## config.mk

```make
export PLATFORM = sky130hd
export DESIGN_NAME = sequenciador_acumulador
export DESIGN_NICKNAME = d
export VERILOG_FILES = /design/src/rtl/sequenciador_acumulador.sv
export SDC_FILE = /design/constraint.sdc
export NUM_CORES = 1
export LEC_CHECK = 0
export CAP_MARGIN = 20
export CORE_UTILIZATION = 30
export DETAILED_ROUTE_END_ITERATION = 6
export HOLD_SLACK_MARGIN = 0.05
export PLACE_DENSITY = 0.66
export SLEW_MARGIN = 20
export SYNTH_ARGS = -nofsm -noshare
export SYNTH_HDL_FRONTEND = slang
export SYNTH_SLANG_ARGS = --single-unit
```

## constraint.sdc

```tcl
create_clock -name Clock -period 3.4 [get_ports Clock]
set_input_delay 1.02 -clock Clock [delete_from_list [all_inputs] [get_ports Clock]]
set_output_delay 1.02 -clock Clock [all_outputs]
set_load 0.05 [all_outputs]
```

## src/rtl/sequenciador_acumulador.sv

```systemverilog
// Block-sum sequencer: reads Count words from BaseAddr and drives Clear/Load/Transfer into the
// accumulator. Define SEQ_OVERFLOW_EN to add the sticky carry-out Overflow output.
module sequenciador_acumulador #(
    parameter int unsigned ADDR_W = 8,
    parameter int unsigned DATA_W = 16
) (
    input  logic              Clock,
    input  logic              Reset,
    input  logic              Start,
    input  logic [ADDR_W-1:0] BaseAddr,
    input  logic [ADDR_W:0]   Count,
    output logic [ADDR_W-1:0] MemAddr,
    output logic              MemRd,
    input  logic [DATA_W-1:0] MemData,
    output logic [DATA_W-1:0] DataToAcc,
    output logic              Clear,
    output logic              Load,
    output logic              Transfer,
    output logic              Busy,
`ifdef SEQ_OVERFLOW_EN
    output logic              Done,
    output logic              Overflow
`else
    output logic              Done
`endif
);

    typedef enum logic [2:0] {
        StIdle,
        StClr,
        StFetch,
        StWait,
        StLd,
        StXfr,
        StFin
    } state_e;

    localparam logic [ADDR_W:0] CntOne = 1;

    state_e            state_q, state_d;
    logic [ADDR_W-1:0] addr_q, addr_d;
    logic [ADDR_W:0]   remaining_q, remaining_d;
    logic [ADDR_W-1:0] mem_addr_q, mem_addr_d;
    logic [DATA_W-1:0] data_q, data_d;
    logic              mem_rd_q, clear_q, load_q, transfer_q, busy_q, done_q;

`ifdef SEQ_OVERFLOW_EN
    logic [DATA_W:0]   shadow_q, shadow_d;
    logic              overflow_q, overflow_d;
`endif

    always_comb begin
        state_d     = state_q;
        addr_d      = addr_q;
        remaining_d = remaining_q;
        data_d      = data_q;
        case (state_q)
            StIdle: begin
                if (Start) begin
                    addr_d      = BaseAddr;
                    remaining_d = Count;
                    state_d     = StClr;
                end
            end
            StClr:   state_d = (remaining_q == '0) ? StFin : StFetch;
            StFetch: state_d = StWait;
            StWait: begin
                data_d  = MemData;
                state_d = StLd;
            end
            StLd:    state_d = StXfr;
            StXfr: begin
                addr_d      = addr_q + 1'b1;
                remaining_d = remaining_q - CntOne;
                state_d     = (remaining_q == CntOne) ? StFin : StFetch;
            end
            StFin:   state_d = StIdle;
            default: state_d = StIdle;
        endcase
        // Address is latched on entry to FETCH so it holds the last issued word once idle.
        mem_addr_d = (state_d == StFetch) ? addr_d : mem_addr_q;
    end

`ifdef SEQ_OVERFLOW_EN
    always_comb begin
        shadow_d   = shadow_q;
        overflow_d = overflow_q;
        if (state_d == StClr) begin
            shadow_d   = '0;
            overflow_d = 1'b0;
        end else if (state_q == StXfr) begin
            shadow_d   = {1'b0, shadow_q[DATA_W-1:0]} + {1'b0, data_q};
            overflow_d = overflow_q | shadow_d[DATA_W];
        end
    end
`endif

    // Strobes are registered decodes of the next state, so each output comes straight from a flop.
    always_ff @(posedge Clock or posedge Reset) begin
        if (Reset) begin
            state_q     <= StIdle;
            addr_q      <= '0;
            remaining_q <= '0;
            mem_addr_q  <= '0;
            data_q      <= '0;
            mem_rd_q    <= 1'b0;
            clear_q     <= 1'b0;
            load_q      <= 1'b0;
            transfer_q  <= 1'b0;
            busy_q      <= 1'b0;
            done_q      <= 1'b0;
        end else begin
            state_q     <= state_d;
            addr_q      <= addr_d;
            remaining_q <= remaining_d;
            mem_addr_q  <= mem_addr_d;
            data_q      <= data_d;
            mem_rd_q    <= (state_d == StFetch);
            clear_q     <= (state_d == StClr);
            load_q      <= (state_d == StLd);
            transfer_q  <= (state_d == StXfr);
            busy_q      <= (state_d != StIdle);
            done_q      <= (state_d == StFin);
        end
    end

`ifdef SEQ_OVERFLOW_EN
    always_ff @(posedge Clock or posedge Reset) begin
        if (Reset) begin
            shadow_q   <= '0;
            overflow_q <= 1'b0;
        end else begin
            shadow_q   <= shadow_d;
            overflow_q <= overflow_d;
        end
    end

    assign Overflow = overflow_q;
`endif

    assign MemAddr   = mem_addr_q;
    assign MemRd     = mem_rd_q;
    assign DataToAcc = data_q;
    assign Clear     = clear_q;
    assign Load      = load_q;
    assign Transfer  = transfer_q;
    assign Busy      = busy_q;
    assign Done      = done_q;

endmodule

```

==> results.sh, run 1 <==
export IMPL_outcome="finished, final reports clean"
export IMPL_htree_levels=2
export IMPL_core_um2=7370
export IMPL_min_from="DataToAcc[0]"
export IMPL_die_area_um2=8110
export IMPL_drive_gt1_frac=0.158
export IMPL_ys_seq_area_frac=0.538
export IMPL_reg2reg_slack_ns=1.21
export IMPL_track_usage=0.137
export IMPL_synth_adder_area_share=0.0215
export IMPL_io_pins=66
export IMPL_vias_per_cell=4.90
export IMPL_internal_power_uw=1720
export IMPL_p_comb_frac=0.532
export IMPL_tns_ns=0
export IMPL_muxShareOfSynthArea=0.121
export IMPL_r2r_worst_path_cells=4
export IMPL_gr_max_usage_layer="met2"
export IMPL_groute_layer_met1_usage=0.181
export IMPL_num_antenna_cells=0
export IMPL_die_w_um=90.1
export IMPL_grt_pass1_wl_mm=8.97
export IMPL_place_gp_congestion=0.806
export IMPL_yosys_area_top_type="dfrtp_1"
export IMPL_port_buffer_count=65
export IMPL_fmax_mhz=370
export IMPL_final_nets=311
export IMPL_dp_hpwl_mm=3.56
export IMPL_cp_end_kind="flop"
export IMPL_overflow=0
export IMPL_slew_headroom=0.451
export IMPL_synth_compound_area_frac=0.128
export IMPL_p_clk_frac=0.114
export IMPL_crit_buf_inv=2
export IMPL_crit_type="input port to flop"
export IMPL_switching_power_uw=1460
export IMPL_dr_pass1_iters=4
export IMPL_start_util=0.316
export IMPL_grt_use_met2=0.223
export IMPL_p_leak_uw=0.00132
export IMPL_hold_path_class="flop to flop"
export IMPL_clk_pin_slew_ns=0.09
export IMPL_ir_drop_mv=0.534
export IMPL_drv_slew=0
export IMPL_rsz0062_at_grt="false"
export IMPL_cp_top_family="simple AND/OR/NAND/NOR gates"
export IMPL_cts_hold_fix_buffers=0
export IMPL_tightest_slew_ns=0.822
export IMPL_cts_setup_buffers=0
export IMPL_wirelength_mm=5.19
export IMPL_grtUsageMet3=0.0313
export IMPL_synth_distinct_cells=48
export IMPL_switching_share=0.460
export IMPL_netlist_area_um2=2330
export IMPL_die_y_um=90.1
export IMPL_synth_simple_area_share=0.158
export IMPL_worst_hold_slack_ns=0.513
export IMPL_synth_nets=246
export IMPL_slowest_delay_ns=0.59
export IMPL_ys_ff_latch=50
export IMPL_grt_pass1_vias=1900
export IMPL_grt_max_degree=51
export IMPL_synthXorXnorAreaFrac=0
export IMPL_required_ns=3.60
export IMPL_power_total_uw=3180
export IMPL_ys_warnings_count=0
export IMPL_worstReg2RegEnd="remaining_q[4]"
export IMPL_reg2reg_from="state_q[2]"
export IMPL_synth_top_area_frac=0.538
export IMPL_antenna_found_initial=0
export IMPL_drc=0
export IMPL_synth_top_family_by_area="simple AND/OR/NAND/NOR gates"
export IMPL_seqPwrFrac=0.354
export IMPL_fin_crit_ns=2.70
export IMPL_num_rows=31
export IMPL_syn_inst=206
export IMPL_tritoncts="built"
export IMPL_synth_avg_cell_area_um2=11.3
export IMPL_post_drt_wl_per_cell_um=14.0
export IMPL_cts_resized=0
export IMPL_antenna_left=0
export IMPL_clock_latency_ns=0.31
export IMPL_finalCritPeriodShare=0.795
export IMPL_hold_depth=1
export IMPL_cts_buffers=5
export IMPL_hold_end="DataToAcc[0]"
export IMPL_clockBufferDepth=2
export IMPL_finalHoldViolations=0
export IMPL_finClkSkew_ns=0.0100
export IMPL_power_density_nw_per_um2=1010
export IMPL_final_util=0.429
export IMPL_start_kind="input port"
export IMPL_initialDrtViolationCount=52
export IMPL_root_buffer="clkbuf_8"
export IMPL_finalSetupViolations=0
export IMPL_cts_sinks=50
export IMPL_critPathArrivalTime_ns=2.90
export IMPL_fillCellCount=728
export IMPL_synth_area_leaders="dfrtp_1, mux2_2, nand2_1"
export IMPL_crit_slowest_cell="or4b_4"
export IMPL_crit_chain="clkdlybuf4s50_1 > or4b_4 > clkinv_2 > nor2_2 > a221o_1 > mux2_4"
export IMPL_path_max_fanout=12
export IMPL_routed_via_count=1818
export IMPL_maxCapViolCount=0
export IMPL_area_growth_pct=35.9
[logic make-up after synthesis]
family | after synthesis
AO/OA/AOI/OAI | 43
AND/OR/NAND/NOR | 67
multiplexers | 25
flip-flops | 50
buffers and inverters | 17
adder cells (fa/ha/maj) | 4
[synthesized netlist by cell type (all sizes together)]
cell type  number
o221a           1
o311ai          3
nand4b          1
a2bb2oi         1
a221o           1
mux2i           3
and3b           1
dfrtp          50
nand2          16
a21o            3
o21ai           8
or3             3
nor3            6
a211oi          2
a211o           1
a21oi          10
a22oi           2
buf             5
or4             5
clkbuf          4
mux2           22
nor2b           1
o21a            2
a32oi           3
o211ai          1
o41ai           1
nor4            2
o22a            1
ha              4
or4b            1
inv             7
nand4           3
and3            1
nand3b          2
nand3           9
clkinv          1
nand2b          3
a31oi           2
nor2           13
a311oi          1
[final cells by class]
| class | count | area (um^2) | area share |
|---|---|---|---|
| flip-flops and latches | 50 | 1250 | 0.396 |
| clock inverters | 1 | 5.00 | 0.00158 |
| well taps | 99 | 124 | 0.0392 |
| repair buffers | 67 | 666 | 0.211 |
| multi-input cells | 139 | 998 | 0.316 |
| clock buffers | 7 | 86.3 | 0.0273 |
| inverters | 8 | 31.3 | 0.00989 |
[placed cells by master (no fill, tap or decap), drive strengths merged, types with 3 or more instances in the layout]
cell,Yosys,final
clkbuf,4,7
a21o,3,3
dfrtp,50,50
or3,3,3
mux2,22,22
ha,4,4
nand4,3,3
o21ai,8,8
a21oi,10,10
nand2b,3,3
mux2i,3,3
nor3,6,6
o311ai,3,3
inv,7,7
nand3,9,9
or4,5,5
nor2,13,13
nand2,16,16
a32oi,3,3
clkdlybuf4s50,0,65
[registers in the layout (all words and copies together) (netlist names)]
register,cells
remaining_q,9
DataToAcc,16
Busy,1
Load,1
state_q,3
Transfer,1
MemAddr,8
Done,1
addr_q,8
MemRd,1
Clear,1
[worst register-to-register path: stages (launching register included)]
cell	delay, ns
dfrtp_1	0.64
and3b_1	0.61
nand2_1	0.22
or4_2	0.57
nand3_1	0.10
[power by group through the flow]
stage | logic [uW] | clock network, uW | registers (uW)
after detailed placement | 1710 | 0 | 1130
final | 1690 | 363 | 1120
after global routing | 1810 | 406 | 1180
after floorplan | 683 | 0 | 1630
after global placement | 1690 | 0 | 1120
after CTS | 1710 | 383 | 1130
[through the flow]
step                setup WS, ns  cells  area (um^2)
finish                     0.697    371         3160
global route               0.647    371         3160
detailed placement         0.359    363         3070
floorplan                   1.10    206         2330
global placement           0.408    363         3070
CTS                        0.703    371         3160
[metal layers]
layer,vias up,part of all wire
li1,888,-
met2,56,0.47
met1,868,0.47
met5,-,0
met4,0,0.0060
met3,6,0.058
[how the worst max path moves through the flow]
stage | startpoint | endpoint | slack [ns] | depth (start not counted)
6_report | Start | MemAddr[0] | 0.70 | 6
5_1_grt | Start | MemAddr[0] | 0.65 | 6
2_1_floorplan | Start | MemAddr[0] | 1.10 | 5
3_3_place_gp | Start | MemAddr[0] | 0.41 | 6
3_5_place_dp | Start | MemAddr[0] | 0.36 | 6
4_1_cts | Start | MemAddr[0] | 0.70 | 6
Power figures use the tool's default switching activity.
==> inputs of run 2 (changes only) <==
Settings changed: PLACE_DENSITY 0.66 to 0.68.
Clock period 3.4 ns to 2.35 ns, I/O delays scaled along.
==> results.sh, run 2 (same netlist as run 1, synthesis figures left out) <==
export IMPL_crit_chain="clkdlybuf4s50_1"
export IMPL_num_antenna_cells=0
export IMPL_slowest_delay_ns=0.81
export IMPL_fillCellCount=736
export IMPL_tritoncts="built"
export IMPL_r2r_worst_path_cells=5
export IMPL_final_nets=319
export IMPL_maxCapViolCount=0
export IMPL_p_leak_uw=0.00135
export IMPL_start_util=0.316
export IMPL_place_area_um2=3140
export IMPL_place_gp_congestion=0.786
export IMPL_final_common_cell="clkdlybuf4s50_1"
export IMPL_worstReg2RegEnd="MemAddr[4]"
export IMPL_drive_gt1_frac=0.176
export IMPL_drv_slew=0
export IMPL_cts_buffers=5
export IMPL_finalCritPeriodShare=0.934
export IMPL_largest_reg_flops=16
export IMPL_slew_headroom=0.653
export IMPL_start_kind="flop"
export IMPL_io_pins=66
export IMPL_rsz0062_at_grt="false"
export IMPL_drc=0
export IMPL_critPathArrivalTime_ns=1.49
export IMPL_grt_pass1_vias=1838
export IMPL_cts_sinks=50
export IMPL_cp_end_kind="primary output"
export IMPL_hold_end="DataToAcc[2]"
export IMPL_finalSetupViolations=0
export IMPL_path_max_fanout=2
export IMPL_core_um2=7370
export IMPL_antenna_found_initial=0
export IMPL_clk_pin_slew_ns=0.09
export IMPL_post_drt_wl_per_cell_um=13.7
export IMPL_finClkSkew_ns=0.0120
export IMPL_reg2reg_from="state_q[2]"
export IMPL_htree_levels=2
export IMPL_grt_pass1_wl_mm=8.52
export IMPL_outcome="finished, final reports clean"
export IMPL_cts_resized=0
export IMPL_wirelength_mm=5.19
export IMPL_critPathLaunch="MemAddr[3]"
export IMPL_fin_crit_ns=2.20
export IMPL_final_cell_mix="clkdlybuf4s50_1, dfrtp_1, mux2_2"
export IMPL_dr_pass1_iters=4
export IMPL_grt_max_degree=51
export IMPL_num_rows=31
export IMPL_reg2reg_slack_ns=0.36
export IMPL_dp_hpwl_mm=3.72
export IMPL_power_density_nw_per_um2=1440
export IMPL_tightest_slew_ns=0.519
export IMPL_final_area_um2=3220
export IMPL_clockBufferDepth=2
export IMPL_cts_setup_buffers=0
export IMPL_initialDrtViolationCount=66
export IMPL_area_growth_pct=38.3
export IMPL_cts_hold_fix_buffers=0
export IMPL_tns_ns=0
export IMPL_crit_buf_inv=1
export IMPL_hold_path_class="flop to flop"
export IMPL_min_from="DataToAcc[2]"
export IMPL_vias_per_cell=4.88
export IMPL_die_y_um=90.1
export IMPL_track_usage=0.129
export IMPL_worst_hold_slack_ns=0.506
export IMPL_required_ns=1.64
export IMPL_fmax_mhz=456
export IMPL_crit_slowest_cell="clkdlybuf4s50_1"
export IMPL_routed_via_count=1845
export IMPL_crit_type="flop to primary output"
export IMPL_antenna_left=0
export IMPL_ir_drop_mv=0.651
export IMPL_port_buffer_count=65
export IMPL_clock_latency_ns=0.30
export IMPL_hold_depth=1
export IMPL_die_area_um2=8110
export IMPL_overflow=0
export IMPL_die_w_um=90.1
export IMPL_cp_top_family="buffers and inverters"
export IMPL_multi_input_area_um2=998
export IMPL_ff_latch_area_um2=1250
export IMPL_finalHoldViolations=0
export IMPL_root_buffer="clkbuf_8"
run 2: worst max-delay path by stage:
| stage | end | slack (ns) | cells past startpoint |
|---|---|---|---|
| 2_1_floorplan | MemAddr[0] | 0.37 | 5 |
| 5_1_grt | MemAddr[3] | 0.11 | 1 |
| 3_3_place_gp | remaining_q[2] | -0.12 | 7 |
| 3_5_place_dp | MemAddr[4] | -0.13 | 6 |
| 6_report | MemAddr[3] | 0.15 | 1 |
| 4_1_cts | MemAddr[3] | 0.13 | 1 |
run 2: layer usage:
layer,track usage,wire length [um],vias up,share of wire
met1,0.166,2490,897,0.48
met3,0.0313,241,2,0.046
met4,0.0282,25,0,0.0048
met5,0,0,-,0
li1,-,-,905,-
met2,0.220,2440,41,0.47
run 2: where the power goes:
part,switching (uW),internal (uW),leakage (uW),total [uW]
logic,1540,1030,0.000706,2570
registers,318,1270,0.000605,1580
clock network,267,206,0.0000383,472
run 2: cell type report:
| class | instances | area share |
|---|---|---|
| Sequential cell | 50 | 0.389 |
| Tap cell | 99 | 0.0385 |
| Multi-Input combinational cell | 139 | 0.310 |
| Inverter | 8 | 0.00972 |
| Timing Repair Buffer | 75 | 0.229 |
| Clock buffer | 7 | 0.0237 |
run 2: metrics by stage:
step           power (uW)  setup slack (ns)  utilization  std cells
2_1_floorplan        3350             0.368            -        206
3_3_place_gp         4130            -0.117        0.426        371
3_5_place_dp         4190            -0.129        0.426        371
4_1_cts              4680             0.132        0.437        378
5_1_grt              4900             0.108        0.437        378
6_report             4620             0.155        0.437        378
